--- config.mk ---
export PLATFORM = sky130hd
export DESIGN_NAME = bus_arb_flat
export DESIGN_NICKNAME = d
export VERILOG_FILES = /design/src/rtl/bus_arb_if.sv /design/src/rtl/bus_arb.sv /design/src/flat_wrapper.sv
export SDC_FILE = /design/constraint.sdc
export NUM_CORES = 1
export LEC_CHECK = 0
export BUFFER_PORTS_ARGS = -buffer_cell sky130_fd_sc_hd__buf_2
export CAP_MARGIN = 20
export CORE_AREA = 10 10 191 193
export CTS_CLUSTER_SIZE = 40
export DETAILED_ROUTE_END_ITERATION = 6
export DIE_AREA = 0 0 201 203
export MAX_ROUTING_LAYER = met4
export SKIP_LAST_GASP = 1
export SLEW_MARGIN = 5
export SYNTH_ARGS = -nofsm -noshare
export SYNTH_HDL_FRONTEND = slang
export SYNTH_SLANG_ARGS = --single-unit
--- constraint.sdc ---
create_clock -name clk -period 2.4 [get_ports clk]
set_input_delay 0 -clock clk [delete_from_list [all_inputs] [get_ports clk]]
set_output_delay 0 -clock clk [all_outputs]
set_load 0.01 [all_outputs]
--- src/rtl/bus_arb_if.sv ---
// Shared snoopy-bus signal bundle between the requesters/agents and the slot arbiter.
// Requester-side fields are packed per requester: cmd at [3i+:3], tag at [5i+:5], addr at [26i+:26], data at [64i+:64].
interface bus_arb_if #(
  parameter int NREQ  = 4,
  parameter int CYC_W = 3
);
  logic [NREQ-1:0]      req_valid;
  logic [3*NREQ-1:0]    req_cmd;
  logic [5*NREQ-1:0]    req_tag;
  logic [26*NREQ-1:0]   req_addr;
  logic [64*NREQ-1:0]   req_data;
  logic [NREQ-1:0]      bus_hit_in;
  logic [NREQ-1:0]      bus_nack_in;

  logic [NREQ-1:0]      grant;
  logic [CYC_W-1:0]     bus_cycle;
  logic                 bus_valid;
  logic [2:0]           bus_cmd;
  logic [4:0]           bus_tag;
  logic [25:0]          bus_addr;
  logic [63:0]          bus_data;
  logic [NREQ-1:0]      resp_valid;
  logic                 resp_hit;
  logic                 resp_nack;

  // Requesters and snooping agents
  modport master (
    output req_valid, req_cmd, req_tag, req_addr, req_data, bus_hit_in, bus_nack_in,
    input  grant, bus_cycle, bus_valid, bus_cmd, bus_tag, bus_addr, bus_data,
    input  resp_valid, resp_hit, resp_nack
  );

  // Arbiter
  modport slave (
    input  req_valid, req_cmd, req_tag, req_addr, req_data, bus_hit_in, bus_nack_in,
    output grant, bus_cycle, bus_valid, bus_cmd, bus_tag, bus_addr, bus_data,
    output resp_valid, resp_hit, resp_nack
  );
endinterface

--- src/rtl/bus_arb.sv ---
// Slot-based round-robin arbiter for the shared snoopy bus: owns the slot counter,
// grants one requester per slot, muxes its fields onto the bus and returns hit/nack.
module bus_arb #(
  parameter int NREQ        = 4,
  parameter int SLOT_CYCLES = 8,
  parameter int CYC_W       = 3
) (
  input  logic        clk,
  input  logic        rst_n,
  bus_arb_if.slave    bus_io
);

  localparam int PTR_W = (NREQ > 1) ? $clog2(NREQ) : 1;
  localparam logic [CYC_W-1:0] LAST_CYC = CYC_W'(SLOT_CYCLES - 1);

  logic [CYC_W-1:0] cycle_q;
  logic [NREQ-1:0]  grant_q;
  logic [NREQ-1:0]  grant_d;
  logic [PTR_W-1:0] ptr_q;
  logic [PTR_W-1:0] ptr_d;
  logic [NREQ-1:0]  resp_valid_q;
  logic             resp_hit_q;
  logic             resp_nack_q;

  logic [NREQ-1:0]  cand;
  logic [PTR_W-1:0] idx;
  logic             found;
  logic             last_cyc;

  assign last_cyc = (cycle_q == LAST_CYC);

  // The current grantee is not a candidate: its result is only known after this slot.
  always_comb begin
    cand    = bus_io.req_valid & ~grant_q;
    grant_d = '0;
    ptr_d   = ptr_q;
    found   = 1'b0;
    idx     = '0;
    for (int k = 0; k < NREQ; k++) begin
      idx = PTR_W'((int'(ptr_q) + k) % NREQ);
      if (!found && cand[idx]) begin
        found        = 1'b1;
        grant_d[idx] = 1'b1;
        ptr_d        = (int'(idx) == NREQ - 1) ? '0 : idx + PTR_W'(1);
      end
    end
  end

  always_ff @(posedge clk or negedge rst_n) begin
    if (!rst_n) begin
      cycle_q      <= '0;
      grant_q      <= '0;
      ptr_q        <= '0;
      resp_valid_q <= '0;
      resp_hit_q   <= 1'b0;
      resp_nack_q  <= 1'b0;
    end else begin
      cycle_q      <= cycle_q + CYC_W'(1);
      resp_valid_q <= '0;
      resp_hit_q   <= 1'b0;
      resp_nack_q  <= 1'b0;
      if (last_cyc) begin
        grant_q <= grant_d;
        ptr_q   <= ptr_d;
        if (|grant_q) begin
          resp_valid_q <= grant_q;
          resp_hit_q   <= |bus_io.bus_hit_in;
          resp_nack_q  <= |bus_io.bus_nack_in;
        end
      end
    end
  end

  // Grant is one-hot or zero, so an AND-OR mux yields the grantee's fields or 0 when idle.
  logic [2:0]  cmd_m  [NREQ];
  logic [4:0]  tag_m  [NREQ];
  logic [25:0] addr_m [NREQ];
  logic [63:0] data_m [NREQ];

  genvar gi;
  generate
    for (gi = 0; gi < NREQ; gi++) begin : g_mask
      assign cmd_m[gi]  = grant_q[gi] ? bus_io.req_cmd[3*gi +: 3]    : 3'd0;
      assign tag_m[gi]  = grant_q[gi] ? bus_io.req_tag[5*gi +: 5]    : 5'd0;
      assign addr_m[gi] = grant_q[gi] ? bus_io.req_addr[26*gi +: 26] : 26'd0;
      assign data_m[gi] = grant_q[gi] ? bus_io.req_data[64*gi +: 64] : 64'd0;
    end
  endgenerate

  logic [2:0]  cmd_or;
  logic [4:0]  tag_or;
  logic [25:0] addr_or;
  logic [63:0] data_or;

  always_comb begin
    cmd_or  = '0;
    tag_or  = '0;
    addr_or = '0;
    data_or = '0;
    for (int i = 0; i < NREQ; i++) begin
      cmd_or  = cmd_or  | cmd_m[i];
      tag_or  = tag_or  | tag_m[i];
      addr_or = addr_or | addr_m[i];
      data_or = data_or | data_m[i];
    end
  end

  assign bus_io.grant      = grant_q;
  assign bus_io.bus_cycle  = cycle_q;
  assign bus_io.bus_valid  = (|grant_q) && (cycle_q == '0);
  assign bus_io.bus_cmd    = cmd_or;
  assign bus_io.bus_tag    = tag_or;
  assign bus_io.bus_addr   = addr_or;
  assign bus_io.bus_data   = data_or;
  assign bus_io.resp_valid = resp_valid_q;
  assign bus_io.resp_hit   = resp_hit_q;
  assign bus_io.resp_nack  = resp_nack_q;

endmodule

--- src/flat_wrapper.sv ---
// flat-port wrapper written by rule: the top's interface ports become plain ports
module bus_arb_flat 
#(
  parameter int NREQ        = 4,
  parameter int SLOT_CYCLES = 8,
  parameter int CYC_W       = 3
)
  (clk, rst_n, bus_io_req_valid, bus_io_req_cmd, bus_io_req_tag, bus_io_req_addr, bus_io_req_data, bus_io_bus_hit_in, bus_io_bus_nack_in, bus_io_grant, bus_io_bus_cycle, bus_io_bus_valid, bus_io_bus_cmd, bus_io_bus_tag, bus_io_bus_addr, bus_io_bus_data, bus_io_resp_valid, bus_io_resp_hit, bus_io_resp_nack);
  bus_arb_if #(.NREQ(NREQ), .CYC_W(CYC_W)) bus_io_i ();
  input  logic clk;
  input  logic rst_n;
  input wire logic [$bits(bus_io_i.req_valid)-1:0] bus_io_req_valid;
  input wire logic [$bits(bus_io_i.req_cmd)-1:0] bus_io_req_cmd;
  input wire logic [$bits(bus_io_i.req_tag)-1:0] bus_io_req_tag;
  input wire logic [$bits(bus_io_i.req_addr)-1:0] bus_io_req_addr;
  input wire logic [$bits(bus_io_i.req_data)-1:0] bus_io_req_data;
  input wire logic [$bits(bus_io_i.bus_hit_in)-1:0] bus_io_bus_hit_in;
  input wire logic [$bits(bus_io_i.bus_nack_in)-1:0] bus_io_bus_nack_in;
  output wire logic [$bits(bus_io_i.grant)-1:0] bus_io_grant;
  output wire logic [$bits(bus_io_i.bus_cycle)-1:0] bus_io_bus_cycle;
  output wire logic [$bits(bus_io_i.bus_valid)-1:0] bus_io_bus_valid;
  output wire logic [$bits(bus_io_i.bus_cmd)-1:0] bus_io_bus_cmd;
  output wire logic [$bits(bus_io_i.bus_tag)-1:0] bus_io_bus_tag;
  output wire logic [$bits(bus_io_i.bus_addr)-1:0] bus_io_bus_addr;
  output wire logic [$bits(bus_io_i.bus_data)-1:0] bus_io_bus_data;
  output wire logic [$bits(bus_io_i.resp_valid)-1:0] bus_io_resp_valid;
  output wire logic [$bits(bus_io_i.resp_hit)-1:0] bus_io_resp_hit;
  output wire logic [$bits(bus_io_i.resp_nack)-1:0] bus_io_resp_nack;
  assign bus_io_i.req_valid = bus_io_req_valid;
  assign bus_io_i.req_cmd = bus_io_req_cmd;
  assign bus_io_i.req_tag = bus_io_req_tag;
  assign bus_io_i.req_addr = bus_io_req_addr;
  assign bus_io_i.req_data = bus_io_req_data;
  assign bus_io_i.bus_hit_in = bus_io_bus_hit_in;
  assign bus_io_i.bus_nack_in = bus_io_bus_nack_in;
  assign bus_io_grant = bus_io_i.grant;
  assign bus_io_bus_cycle = bus_io_i.bus_cycle;
  assign bus_io_bus_valid = bus_io_i.bus_valid;
  assign bus_io_bus_cmd = bus_io_i.bus_cmd;
  assign bus_io_bus_tag = bus_io_i.bus_tag;
  assign bus_io_bus_addr = bus_io_i.bus_addr;
  assign bus_io_bus_data = bus_io_i.bus_data;
  assign bus_io_resp_valid = bus_io_i.resp_valid;
  assign bus_io_resp_hit = bus_io_i.resp_hit;
  assign bus_io_resp_nack = bus_io_i.resp_nack;
  bus_arb #(.NREQ(NREQ), .SLOT_CYCLES(SLOT_CYCLES), .CYC_W(CYC_W)) u_core (.clk(clk), .rst_n(rst_n), .bus_io(bus_io_i));
endmodule
==> results.ini, run 1 <==
[sta]
setup_violations=0
slew_viol_final=0
fin_crit_sh=0.9446
fin_crit_ns=2.267
finalSetupTns_ns=0
maxSlewHeadroom=0.5668
fmaxAchievable_mhz=441.1
tightest_slew_ns=0.6498
hold_violations=0
rsz0062_at_grt=false
finClkSkew_ns=0.006710

[clock_network]
cts_tree=done
cts_setup_buffers=0
root_buffer=clkbuf_16
clock_path_buffers=2
cts_max_level=1
path_clk_slew_ns=0.05
clock_sinks=15
numCtsBuffers=3
insertion_delay_ns=0.25

[routing]
drt-total-wl_um=26050
wl_per_cell_um=18.77
vias=5861
viasPerCell=4.223
drt-pass1-iter-count=5
antenna_left=0
drtIter0Drc=492
drc=0

[grt]
grt_pass1_wl_um=37030
grt_use_total=0.1162
antenna_found_initial=1
grt_max_degree=102
grt-ovfl-total=0
grt_pass1_vias=6082

[synthesis]
yosysWarnings=0
yosysSeqAreaShare=0.1227
yosysTopAreaCell=a22oi_1
synth_fp_nets=868
yosysTopAreaCellShare=0.4836
synthArstFlopShare=1.000
syn_inst=451
yosys-top-cells-area=a22oi_1, nand2_1, dfrtp_1
synth_edf_count=0
ys_types=39
syn_area_mm2=0.003058
synth_seq_cells=15
avgSynthCellArea_um2=6.780
ys.flop_type=dfrtp_1

[setup_path]
crit_chain=buf_4 > buf_4 > a22oi_1 > nand2_1 > buf_2
required_ns=2.40
slowest_delay_ns=0.56
critPathArrivalTime_ns=2.27
worstSetupStartpointType=flip-flop
crit_path_end_kind=output port
worst_path_max_delay_cell=buf_4
path_max_fanout=53
crit_top_cell=buf_4
critical_path_class=reg -> out

[die]
start_util=0.09422
core_region_area_mm2=0.03245
io_pins=518
design.die.area_mm2=0.04080
rows=66
fp.dieW_um=201
die-height_um=203

[power_and_ir_drop]
ir_worst_vdd_mv=0.3590
power_leakage_nw=3.482
total_power_w=0.005085
power_density_mw_per_mm2=809.5

[layout]
syn_to_final_growth_pct=105.4
drive_above_1_share=0.5758
fin_nets=1361
fillers=3697

[placement]
gp_congestion=0.9285
hpwl_um=22340
port_buffers=517

[min_path]
hold_path_class=in -> reg

[run]
maxCapViolCount=0

[run_status]
status=complete, no violations

repair_timing:
action                                 4_1_cts  5_1_grt
resized for setup                            0        0
hold buffers                                 4        0
endpoints found under the hold margin       17        0
power breakdown:
group,internal (W),total [W],switching (W)
Combinational,0.00177,0.00438,0.00262
Clock,0.000225,0.000325,0.000100
Sequential,0.000306,0.000375,0.0000688
Total,0.00230,0.00508,0.00278
path summary, 6_finish.rpt:
| kind | start | endpoint | slack, ns | depth (start not counted) |
|---|---|---|---|---|
| hold / removal | bus_io_bus_nack_in[3] | u_core.bus_io.resp_nack | 0.008 | 3 |
| setup reg to reg | u_core.ptr_q[0] | u_core.ptr_q[0] | 0.18 | 9 |
| hold reg to reg | u_core.bus_io.bus_cycle[0] | u_core.bus_io.bus_cycle[0] | 0.47 | 1 |
| min in group asynchronous | rst_n | u_core.bus_io.resp_valid[2] | 0.20 | 2 |
| setup / recovery | u_core.bus_io.grant[1] | bus_io_bus_data[29] | 0.13 | 5 |
| max in group asynchronous | rst_n | u_core.bus_io.grant[0] | 1.91 | 2 |
layer usage:
layer / part of all wire / GRT usage / vias to the layer above
li1: - / - / 2760
met1: 0.40 / 0.1412 / 2688
met2: 0.51 / 0.2029 / 402
met3: 0.086 / 0.01974 / 11
met4: 0.0061 / 0.01298 / 0
met5: 0 / - / -
cell type report:
cell class              count  area [um2]  area share
inverters                   6       22.52    0.003586
diodes                      3       7.507    0.001195
clock buffers               4       78.83     0.01255
flip-flops and latches     15       390.4     0.06215
well taps                 442       553.0     0.08805
multi-input cells         381        2469      0.3930
repair buffers            537        2760      0.4394
placed cells by master, fill, tap and decap left out, drive strengths merged, types with 2 or more instances in the layout:
cell,count
nor3,4
dlygate4sd3,4
diode,3
nor4,4
nor2b,4
and2,4
nand2,111
o32ai,2
a21o,2
a21oi,4
or3,2
clkbuf,4
a31oi,2
inv,6
nand2b,4
dfrtp,15
ha,11
nand3,4
o211ai,2
nor2,6
mux2i,2
buf,533
a221oi,3
a22oi,197
registers in the layout (all words and copies together) (netlist names):
| signal | count |
|---|---|
| u_core.bus_io.bus_cycle | 3 |
| u_core.bus_io.grant | 4 |
| u_core.bus_io.resp_valid | 4 |
| u_core.bus_io.resp_nack | 1 |
| u_core.bus_io.resp_hit | 1 |
| u_core.ptr_q | 2 |
worst max-delay path: cells and delay by family (launching register included):
| family | cells | cell delay, ns |
|---|---|---|
| flops | 1 | 0.42 |
| compound gates | 1 | 0.14 |
| buf+inv | 3 | 1.21 |
| simple gates | 1 | 0.18 |
kinds of logic (layout without fill, tap and decap cells):
| group | Yosys count | in the layout | share of synthesized area |
|---|---|---|---|
| compound gates | 219 | 219 | 0.5430 |
| simple gates | 148 | 148 | 0.2054 |
| buf+inv | 55 | 547 | 0.06997 |
| flops | 15 | 15 | 0.1227 |
| fa+ha+maj | 11 | 11 | 0.04501 |
| mux | 3 | 3 | 0.01391 |
| other cells | 0 | 3 | 0 |
cells in the mapped netlist (3+ instances only):
cell type  count
a21oi_1        4
a221oi_1       3
a22oi_1      197
and2_1         4
buf_2          3
clkbuf_1      43
dfrtp_1       15
ha_1          11
inv_1          5
nand2_1      111
nand2b_1       4
nand3_1        4
nor2_1         6
nor2b_1        4
nor3_1         4
nor4_1         4
through the flow:
step,area (um2),hold WS (ns),std cells,worst slack (ns),util
3_3_place_gp,6155,-0.07173,1377,0.2545,0.1896
6_report,6281,0.008270,1388,0.1331,0.1935
4_1_cts,6274,0.006405,1385,0.1296,0.1933
2_1_floorplan,3058,-0.2956,451,0.04674,-
5_1_grt,6276,0.02108,1386,0.007948,0.1934
3_5_place_dp,6155,-0.06627,1377,0.2090,0.1896
Power figures use the tool's default switching activity.
==> run 2, diff against run 1 <==
--- a/config.mk
+++ b/config.mk
@@ -12,6 +12,7 @@
 export DETAILED_ROUTE_END_ITERATION = 6
 export DIE_AREA = 0 0 201 203
 export MAX_ROUTING_LAYER = met4
+export RECOVER_POWER = 100
 export SKIP_LAST_GASP = 1
 export SLEW_MARGIN = 5
 export SYNTH_ARGS = -nofsm -noshare
==> run 2 against run 1 <==
Compared with the run above:
- global-route usage stayed put
- first-iteration DRC count unchanged
- combinational power decreased by 4%
- critical path type unchanged
- clock power about the same
==> results.ini, run 2 (synthesized netlist as in run 1, its figures left out) <==
[routing]
viasPerCell=4.193  ; was 4.223
drc=0  ; unchanged
drt-pass1-iter-count=5  ; unchanged
drtIter0Drc=492  ; unchanged
vias=5824  ; was 5861
antenna_left=0  ; unchanged
drt-total-wl_um=26060  ; was 26050 um
wl_per_cell_um=18.76  ; was 18.77 um

[setup_path]
worst_path_max_delay_cell=buf_4  ; unchanged
critPathArrivalTime_ns=2.30  ; was 2.27 ns
cp_top_family=buffers and inverters  ; unchanged
cp.depth=5  ; unchanged
crit_path_end_kind=output port  ; unchanged
critical_path_class=reg -> out  ; unchanged
reg2reg_slack_ns=0.13  ; was 0.18 ns
path_max_fanout=53  ; unchanged
crit_chain=buf_4 > buf_4 > a22oi_1 > nand2_1 > clkbuf_2  ; was buf_4 > buf_4 > a22oi_1 > nand2_1 > buf_2
worst-path-buf-inv=3  ; unchanged
worstSetupStartpointType=flip-flop  ; unchanged
required_ns=2.40  ; about the same
crit_top_cell=buf_4  ; unchanged
worstRegToRegCells=9  ; unchanged
cp-startpoint=u_core.bus_io.grant[1]  ; unchanged
reg2reg_from=u_core.ptr_q[0]  ; unchanged
cp-endpoint=bus_io_bus_data[29]  ; unchanged
slowest_delay_ns=0.57  ; was 0.56 ns
r2r_end=u_core.ptr_q[0]  ; unchanged

[clock_network]
cts_max_level=1  ; unchanged
ctsResizeCount=0  ; unchanged
insertion_delay_ns=0.25  ; about the same
root_buffer=clkbuf_16  ; unchanged
cts_hold_buf=4  ; unchanged
numCtsBuffers=3  ; unchanged
path_clk_slew_ns=0.05  ; about the same
clock_path_buffers=2  ; unchanged
clock_sinks=15  ; unchanged
cts_tree=done  ; unchanged
cts_setup_buffers=0  ; unchanged

[power_and_ir_drop]
ir_worst_vdd_mv=0.3369  ; was 0.3590 mV
power_density_mw_per_mm2=794.5  ; was 809.5 mW/mm2
power_leakage_nw=3.135  ; was 3.482 nW

[run]
maxCapViolCount=0  ; unchanged

[die]
start_util=0.09422  ; unchanged
core_region_area_mm2=0.03245  ; unchanged
io_pins=518  ; unchanged
die-height_um=203  ; unchanged
fp.dieW_um=201  ; unchanged
design.die.area_mm2=0.04080  ; unchanged
rows=66  ; unchanged

[layout]
drive_above_1_share=0.4666  ; was 0.5758
final_cell_area_mm2=0.006145  ; was 0.006281 mm2
layout_commonest_cell=buf_2  ; unchanged
fin_nets=1361  ; unchanged
final_cell_mix=buf_2, a22oi_1, nand2_1  ; unchanged
syn_to_final_growth_pct=100.9  ; was 105.4%
utilization=0.1893  ; was 0.1935

[grt]
grt_pass1_vias=6082  ; unchanged
grt_use_total=0.1162  ; unchanged
antenna_found_initial=1  ; unchanged
grt_pass1_wl_um=37030  ; unchanged
grt-ovfl-total=0  ; unchanged
grt_max_degree=102  ; unchanged

[sta]
rsz0062_at_grt=false  ; unchanged
finClkSkew_ns=0.006771  ; was 0.006710 ns
fmaxAchievable_mhz=434.6  ; was 441.1 MHz
slew_viol_final=0  ; unchanged
maxSlewHeadroom=0.3515  ; was 0.5668
hold_violations=0  ; unchanged
setup_violations=0  ; unchanged
fin_crit_sh=0.9587  ; was 0.9446
tightest_slew_ns=0.9728  ; was 0.6498 ns
fin_crit_ns=2.301  ; was 2.267 ns
finalSetupTns_ns=0  ; unchanged

[placement]
post_dp_cell_area_mm2=0.006155  ; unchanged
hpwl_um=22340  ; unchanged
gp_congestion=0.9285  ; unchanged
port_buffers=517  ; unchanged

[min_path]
hold_path_class=in -> reg  ; unchanged

[run_status]
status=complete, no violations  ; unchanged

[run 2: changes by cell type in the layout (fill, tap and decap cells not counted), sizes merged]
| cell | before | now |
|---|---|---|
| buf | 533 | 426 |
| clkbuf | 4 | 111 |
| diode | 3 | 4 |
[run 2: worst min path at each step]
| stage | end | start | cells after the start |
|---|---|---|---|
| after CTS | u_core.bus_io.resp_nack | bus_io_bus_nack_in[1] | 3 |
| after global routing | u_core.bus_io.resp_nack | bus_io_bus_nack_in[3] | 3 |
| after detailed placement | u_core.bus_io.resp_valid[2] | rst_n | 1 |
| after global placement | u_core.bus_io.resp_valid[2] | rst_n | 1 |
| after floorplan | u_core.bus_io.bus_cycle[0] | rst_n | 0 |
| final | u_core.bus_io.resp_nack | bus_io_bus_nack_in[3] | 3 |
[run 2: worst reg2reg max path: stages, from the launching register on]
cell and delay, ns:
dfrtp_1 0.34, inv_1 0.06, ha_1 0.30, clkbuf_2 0.21, nor4b_1 0.29, a31oi_1 0.16
a31oi_4 0.31, a21o_1 0.17, nor3_1 0.05, a32o_1 0.26
[run 2: where the power goes]
part	switching [W]	internal, W	total, W
sequential	0.0000691	0.000302	0.000371
combinational	0.00264	0.00155	0.00419
clock	0.0000999	0.000225	0.000325
total	0.00281	0.00207	0.00488
[run 2: area by class of cell]
type / instances / area (um2)
fill: 3748 / 26310
timing repair buffer: 537 / 2625
multi-input combinational: 381 / 2469
tap: 442 / 553.0
sequential: 15 / 386.6
clock buffer: 4 / 78.83
inverter: 6 / 22.52
antenna: 4 / 10.01
[run 2: stage by stage]
step / hold WS (ns) / cells / worst slack [ns] / power, W
global route: 0.02108 / 1386 / 0.005942 / 0.005329
floorplan: -0.2956 / 451 / 0.04674 / 0.002863
global placement: -0.07173 / 1377 / 0.2545 / 0.004728
finish: 0.01321 / 1389 / 0.09921 / 0.004882
CTS: 0.006405 / 1385 / 0.1296 / 0.005115
detailed placement: -0.06627 / 1377 / 0.2090 / 0.004766
[run 2: metal layers]
metal / wire length (um) / GRT usage / up-vias
met5: 0 / - / -
met4: 172 / 0.01298 / 0
li1: - / - / 2763
met3: 2284 / 0.01974 / 15
met2: 13300 / 0.2029 / 373
met1: 10310 / 0.1412 / 2673
